==> src/rtl/cache_miss_handler.sv <==
// Miss engine for the 4-way mp_cache: writes back a dirty victim,
// fetches the missing line, then issues one array write for the way.
//
// Ports:
//   clk, rst             clock and synchronous active-low reset
//   miss_valid/ready     fill request handshake, with miss_addr
//   victim_*             pseudo-LRU victim way and its line state
//   dfp_*                line-wide memory port (read/write/resp)
//   fill_*               array write strobe, way, set, tag and data
//   miss_done, busy      completion pulse and non-idle flag
module cache_miss_handler #(
  parameter int ADDR_WIDTH  = 32,
  parameter int LINE_WIDTH  = 256,
  parameter int SET_BITS    = 4,
  parameter int OFFSET_BITS = 5,
  localparam int TAG_WIDTH  =
    ADDR_WIDTH - SET_BITS - OFFSET_BITS
) (
  input  logic                  clk,
  input  logic                  rst,
  input  logic                  miss_valid,
  output logic                  miss_ready,
  input  logic [ADDR_WIDTH-1:0] miss_addr,
  input  logic [1:0]            victim_way,
  input  logic                  victim_valid,
  input  logic                  victim_dirty,
  input  logic [TAG_WIDTH-1:0]  victim_tag,
  input  logic [LINE_WIDTH-1:0] victim_data,
  output logic [ADDR_WIDTH-1:0] dfp_addr,
  output logic                  dfp_read,
  output logic                  dfp_write,
  output logic [LINE_WIDTH-1:0] dfp_wdata,
  input  logic [LINE_WIDTH-1:0] dfp_rdata,
  input  logic                  dfp_resp,
  output logic                  fill_we,
  output logic [1:0]            fill_way,
  output logic [SET_BITS-1:0]   fill_set,
  output logic [TAG_WIDTH-1:0]  fill_tag,
  output logic [LINE_WIDTH-1:0] fill_data,
  output logic                  miss_done,
  output logic                  busy
);

  typedef enum logic [2:0] {
    IDLE,
    WRITEBACK,
    READ,
    FILL,
    DONE
  } state_t;

  localparam int LINE_BITS = ADDR_WIDTH - OFFSET_BITS;

  state_t                state;
  state_t                state_n;
  logic [LINE_BITS-1:0]  line_q;
  logic [1:0]            way_q;
  logic [TAG_WIDTH-1:0]  vtag_q;
  logic [LINE_WIDTH-1:0] vdata_q;
  logic                  dirty_q;
  logic [LINE_WIDTH-1:0] rdata_q;
  logic                  accept;
  logic [SET_BITS-1:0]   set_q;
  logic [TAG_WIDTH-1:0]  tag_q;

  logic unused_offset;
  assign unused_offset = ^miss_addr[OFFSET_BITS-1:0];

  assign accept = miss_valid && (state == IDLE);
  assign set_q  = line_q[SET_BITS-1:0];
  assign tag_q  = line_q[LINE_BITS-1 -: TAG_WIDTH];

  always_ff @(posedge clk) begin
    if (!rst) begin
      state   <= IDLE;
      line_q  <= '0;
      way_q   <= '0;
      vtag_q  <= '0;
      vdata_q <= '0;
      dirty_q <= 1'b0;
      rdata_q <= '0;
    end else begin
      state <= state_n;
      if (accept) begin
        line_q  <= miss_addr[ADDR_WIDTH-1:OFFSET_BITS];
        way_q   <= victim_way;
        vtag_q  <= victim_tag;
        vdata_q <= victim_data;
        dirty_q <= victim_valid && victim_dirty;
      end
      if (state == READ && dfp_resp) begin
        rdata_q <= dfp_rdata;
      end
    end
  end

  // Outputs decode the registered state only; dfp_resp and
  // miss_valid steer the next state, never an output.
  always_comb begin
    state_n    = state;
    miss_ready = 1'b0;
    dfp_read   = 1'b0;
    dfp_write  = 1'b0;
    dfp_addr   = '0;
    dfp_wdata  = '0;
    fill_we    = 1'b0;
    fill_data  = '0;
    miss_done  = 1'b0;
    unique case (state)
      IDLE: begin
        miss_ready = 1'b1;
        if (miss_valid) begin
          state_n = (victim_valid && victim_dirty)
                  ? WRITEBACK : READ;
        end
      end
      WRITEBACK: begin
        dfp_write = 1'b1;
        dfp_addr  = {vtag_q, set_q,
                     {OFFSET_BITS{1'b0}}};
        dfp_wdata = vdata_q;
        if (dfp_resp) state_n = READ;
      end
      READ: begin
        dfp_read = 1'b1;
        dfp_addr = {line_q, {OFFSET_BITS{1'b0}}};
        if (dfp_resp) state_n = FILL;
      end
      FILL: begin
        fill_we   = 1'b1;
        fill_data = rdata_q;
        state_n   = DONE;
      end
      DONE: begin
        miss_done = 1'b1;
        state_n   = IDLE;
      end
      default: state_n = IDLE;
    endcase
  end

  logic unused_dirty;
  assign unused_dirty = dirty_q;

  // Way/set/tag stay valid after DONE so the
  // pseudo-LRU update on the replayed hit can use them.
  assign fill_way = way_q;
  assign fill_set = set_q;
  assign fill_tag = tag_q;
  assign busy     = (state != IDLE);

endmodule

==> config.mk <==
export PLATFORM = sky130hd
export DESIGN_NAME = cache_miss_handler
export DESIGN_NICKNAME = d
export VERILOG_FILES = /design/src/rtl/cache_miss_handler.sv
export SDC_FILE = /design/constraint.sdc
export NUM_CORES = 1
export LEC_CHECK = 0
export CAP_MARGIN = 15
export CELL_PAD_IN_SITES_DETAIL_PLACEMENT = 2
export CELL_PAD_IN_SITES_GLOBAL_PLACEMENT = 2
export CORE_AREA = 2 2 453 455
export DETAILED_ROUTE_END_ITERATION = 10
export DIE_AREA = 0 0 455 457
export PLACE_DENSITY = 0.58
export SKIP_CTS_REPAIR_TIMING = 1
export SYNTH_ARGS = -nofsm -noshare
export SYNTH_HDL_FRONTEND = slang
export SYNTH_SLANG_ARGS = --single-unit
==> constraint.sdc <==
create_clock -name clk -period 3.6 [get_ports clk]
set_clock_uncertainty 0.05 [all_clocks]
set_input_delay 0.54 -clock clk [delete_from_list [all_inputs] [get_ports clk]]
set_output_delay 0.54 -clock clk [all_outputs]
set_load 0.005 [all_outputs]
# Word-level counts from Yosys, hierarchy flattened
# Cells that the tools add are included.
[op_classes]
bitwise = 0
eq_ne = 7
shift = 0
mux = 13
n_addsub = 0
n_div = 0
reduce_logical = 6
order_cmp = 0
multipliers = 0
[op_table]
columns = ["operator", "n"]
rows = [
  ["two-way mux 256 bit", 2],
  ["one-hot mux 32 bit (2 select lines)", 1],
  ["one-hot mux 3 bit (4 select lines)", 1],
  ["two-way mux 3 bit", 3],
  ["equality test 3 x 2 -> 1 bit, second input constant", 2],
  ["!= test 2 bit, second input constant", 3],
  ["two-way mux 1 bit", 5],
  ["equality test 3 x 1 -> 1 bit, second input constant", 1],
  ["equality test 3 bit, second input constant", 1],
  ["logical AND 1 bit", 3],
  ["logical NOT 3 bit", 1],
  ["AND reduction 3 bit", 1],
  ["nonzero test 3 bit", 1],
  ["two-way mux 2 bit", 1],
]
[word_totals]
wordCells = 32
ram_bits = 0
reg_bits = 567
mem_bits_ro = 0
latch_bits = 0
n_memories = 0
input_bits = 575
out_inout_bits = 579

# Longest topological paths before layout
# Gate-level depths: netlist (run 1).
[logic_depth]
depth_word = 4
ltp_mapped = 9
mapped_depth_nobuf = 3

# Worst setup path before layout (run 1)
# No wires, ideal clock.
[synth_timing]
kind = "register -> output"
from = "register state[0]"
to = "output port dfp_wdata[106]"
setup_slack_ps = 1551
n_path_buf = 3
path_stages_with_launch = 6
t_arrival_ps = 1459
required_time_ps = 3010
cell_sequence = "dfxtp_1 buf_2 nor3b_4 buf_2 clkbuf_1 and2_1"
[synth_via]
elab_chain_len = 2
[synth_rtl]
columns = ["item", "line", "text"]
rows = [
  ["start: declaration", "54", "state_t state;"],
  ["start signal: assignment", "83", "state <= state_n;"],
  ["equality test 3 x 1 -> 1 bit", "109", "unique case (state)"],
  ["two-way mux 256 bit", "109", ""],
  ["end: declaration", "32", "output logic [LINE_WIDTH-1:0] dfp_wdata,"],
]
# No other way between the ends.

# Worst setup path in the final report (run 1)
[layout_timing]
from = "register state[0]"
to = "output port dfp_wdata[126]"
# The elaborated chain is that of the path after synthesis.

==> results of run 1 <==
## area by class of cell
cell class / instances / area [µm²]
inverter: 1 / 3.75
clock buffer: 125 / 2400
sequential: 567 / 11400
tap: 2688 / 3360
timing repair buffer: 1238 / 12500
multi-input combinational: 2255 / 11400
fill: 23544 / 162000
antenna: 32 / 80.1
clock inverter: 16 / 199
## metal layers
layer / up-vias / routed length (µm)
met5: - / 310
met4: 44 / 3190
met3: 178 / 13000
met2: 767 / 71000
met1: 12640 / 54000
li1: 12454 / -
## per-stage QoR
stage,worst slack [ns],area (µm²),std cells
after floorplan,1.55,24300,3142
after global placement,0.531,38500,6743
after detailed placement,0.507,38500,6743
after CTS,-0.280,41100,6884
after global routing,-0.0151,41300,6911
final,0.162,41300,6922
## placed cells by master (no fill, tap or decap), types with 2 or more instances in the layout
cell,instances
clkdlybuf4s50_1,1140
dfxtp_1,565
nand2_1,564
nand3_1,564
and2_1,517
o21ai_0,456
o21ai_1,108
clkbuf_16,79
buf_4,67
diode_2,32
clkbuf_8,25
buf_12,24
a22o_1,22
clkbuf_1,21
clkinv_2,6
conb_1,5
inv_6,3
bufinv_16,2
dlymetal6s2s_1,2
buf_6,2
buf_16,2
## final timing paths
kind	slack, ns	to	depth (start not counted)	startpoint
min	0.30	rdata_q[18]	3	rst
max reg2reg	1.28	vdata_q[61]	6	state[2]
max	0.16	dfp_wdata[126]	5	state[0]
min reg2reg	0.39	vdata_q[80]	2	vdata_q[80]
## registers in the layout (all words and copies together), names as in the netlist
register,flops
rdata_q,256
vdata_q,256
line_q,27
vtag_q,23
state,3
fill_way,2
## logic make-up (layout without fill, tap and decap cells)
logic type	Yosys count	after routing
flops	567	567
other cells	1	37
simple gates	1656	1657
xor+xnor	1	1
buf+inv	321	1380
compound gates	592	592
## critical path, stage by stage (launching register included)
cell and delay [ns]:
dfxtp_4 0.47, nor3b_4 0.29, buf_12 0.26, buf_16 0.28
and2_1 0.24, clkdlybuf4s50_1 0.53
## power groups by stage
stage          clock [µW]  sequential, µW  combinational, µW
2_1_floorplan           0            7030               1200
3_3_place_gp            0            7150               2650
3_5_place_dp            0            7170               2700
4_1_cts              8380            7040               2710
5_1_grt              8620            7100               2920
6_report             8010            7040               2640
==> results.py, run 1 <==
metrics = {
    "worst_setup_path": {
        "cp-start-kind": "flip-flop",
        "crit_required_ns": 3.01,
        "crit_type": "reg2out",
        "crit_path_max_fanout": 72,
        "crit_arrival_ns": 2.85,
        "endpoint_kind": "output pin",
    },
    "worst_hold_path": {
        "hp-class": "in2reg",
    },
    "floorplan": {
        "initial_utilization": 0.119,
        "die_area_um2": 208000,
        "num_rows": 166,
        "die_y_um": 457,
        "design.core.area_um2": 203000,
        "pin_count": 1154,
        "dieWidth_um": 455,
    },
    "sta": {
        "slew_headroom": 0.579,
        "setup_viol_count_final": 0,
        "max_clock_freq_mhz": 291,
        "worst_pin_slew_ns": 0.631,
        "hold_ws_ns": 0.302,
        "hold_violations": 0,
        "rsz0062_at_grt": "yes",
        "period_share": 0.955,
        "slew_violations": 0,
        "setup_tns_ns": 0,
        "min_period_ns": 3.44,
    },
    "detailed_routing": {
        "wl_um": 142000,
        "first_pass_iters": 4,
        "drc_errors": 0,
        "routedWlPerCell_um": 20.4,
        "vias": 26083,
        "via_per_inst": 3.77,
        "drt_iter0_drc": 1087,
        "ant_nets": 0,
    },
    "synth": {
        "synth_top_area_frac": 0.468,
        "synth_edf_count": 0,
        "synthMostInstantiatedCell": "dfxtp_1",
        "yosys_most_used_dff": "dfxtp_1",
        "synth_warnings": 0,
        "syn_inst": 3138,
        "synth.largest_area_cell": "dfxtp_1",
        "yosysUniqueCellTypes": 31,
        "ys_top_cells_by_area": "dfxtp_1 (47%), and2_1 (13%), nand3_1 (12%)",
        "avgSynthCellArea_um2": 7.72,
        "ys_top_cells_by_count": "dfxtp_1 (567), nand2_1 (564), nand3_1 (564)",
        "muxShareOfSynthArea": 0,
        "synth_xor_area_frac": 0.000361,
        "yosys.area_share.simple": 0.342,
        "synth_area_um2": 24200,
        "synth_top_family_by_area": "simple AND/OR/NAND/NOR gates",
        "synth_compound_area_frac": 0.126,
        "synth-seq-cells": 567,
        "synthAdderAreaFrac": 0,
        "synth_seq_area_share": 0.468,
        "async_flop_share": 0,
    },
    "power_and_ir_drop": {
        "sequentialPowerShare": 0.398,
        "p_sw_uw": 4980,
        "combinationalPowerShare": 0.149,
        "ir_worst_vdd_mv": 0.280,
        "totalPowerFinal_uw": 17700,
        "leakage_uw": 0.0141,
        "p_clk_frac": 0.453,
        "p_int_uw": 12700,
        "swShare": 0.282,
        "power_density_nw_per_um2": 428,
    },
    "clock_tree": {
        "cts_root_buf": "clkbuf_16",
        "cts_buffers": 79,
        "clkTransAtPathRegs_ns": 0.06,
        "numClockSinks": 567,
        "insertion_delay_ns": 0.66,
        "htree_levels": 3,
        "cts_tree": "done",
        "cts_max_path_buffers": 3,
    },
    "cells_and_area": {
        "nets": 4717,
        "post_route_cells_drive_above_1_share": 0.0535,
        "area_delta_synth_final_pct": 70.4,
        "final_util": 0.203,
    },
    "global_route": {
        "grtUsageMet1": 0.136,
        "grt_max_degree": 109,
        "grt-ovfl-total": 0,
        "antenna_found_initial": 61,
        "grt_busiest_layer": "met2",
        "grt_use_total": 0.129,
        "grt_pass1_wl_um": 196000,
        "globalRouteMet3Util": 0.0551,
        "grt_pass1_vias": 27300,
        "use_met2": 0.228,
    },
    "flow_run": {
        "drv_cap": 0,
    },
    "placement": {
        "dp_hpwl_um": 108000,
        "io_buffers": 1143,
        "place_congestion": 0.833,
    },
    "status": {
        "status": "completed",
    },
}
Note: power is estimated with default switching activity, not from simulation.
==> run 2, diff against run 1 <==
--- a/config.mk
+++ b/config.mk
@@ -5,10 +5,12 @@
 export SDC_FILE = /design/constraint.sdc
 export NUM_CORES = 1
 export LEC_CHECK = 0
+export ABC_CLOCK_PERIOD_IN_PS = 3600
 export CAP_MARGIN = 15
 export CELL_PAD_IN_SITES_DETAIL_PLACEMENT = 2
 export CELL_PAD_IN_SITES_GLOBAL_PLACEMENT = 2
 export CORE_AREA = 2 2 453 455
+export CTS_CLUSTER_SIZE = 25
 export DETAILED_ROUTE_END_ITERATION = 10
 export DIE_AREA = 0 0 455 457
 export PLACE_DENSITY = 0.58
==> results of run 2 <==
No change in the layout: final DEF, timing and power equal those of run 1.
==> run 3, diff against run 2 <==
--- a/config.mk
+++ b/config.mk
@@ -13,6 +13,7 @@
 export CTS_CLUSTER_SIZE = 25
 export DETAILED_ROUTE_END_ITERATION = 10
 export DIE_AREA = 0 0 455 457
+export GPL_ROUTABILITY_DRIVEN = 1
 export PLACE_DENSITY = 0.58
 export SKIP_CTS_REPAIR_TIMING = 1
 export SYNTH_ARGS = -nofsm -noshare
==> results of run 3 <==
No change in the layout: final DEF, timing and power equal those of run 1.
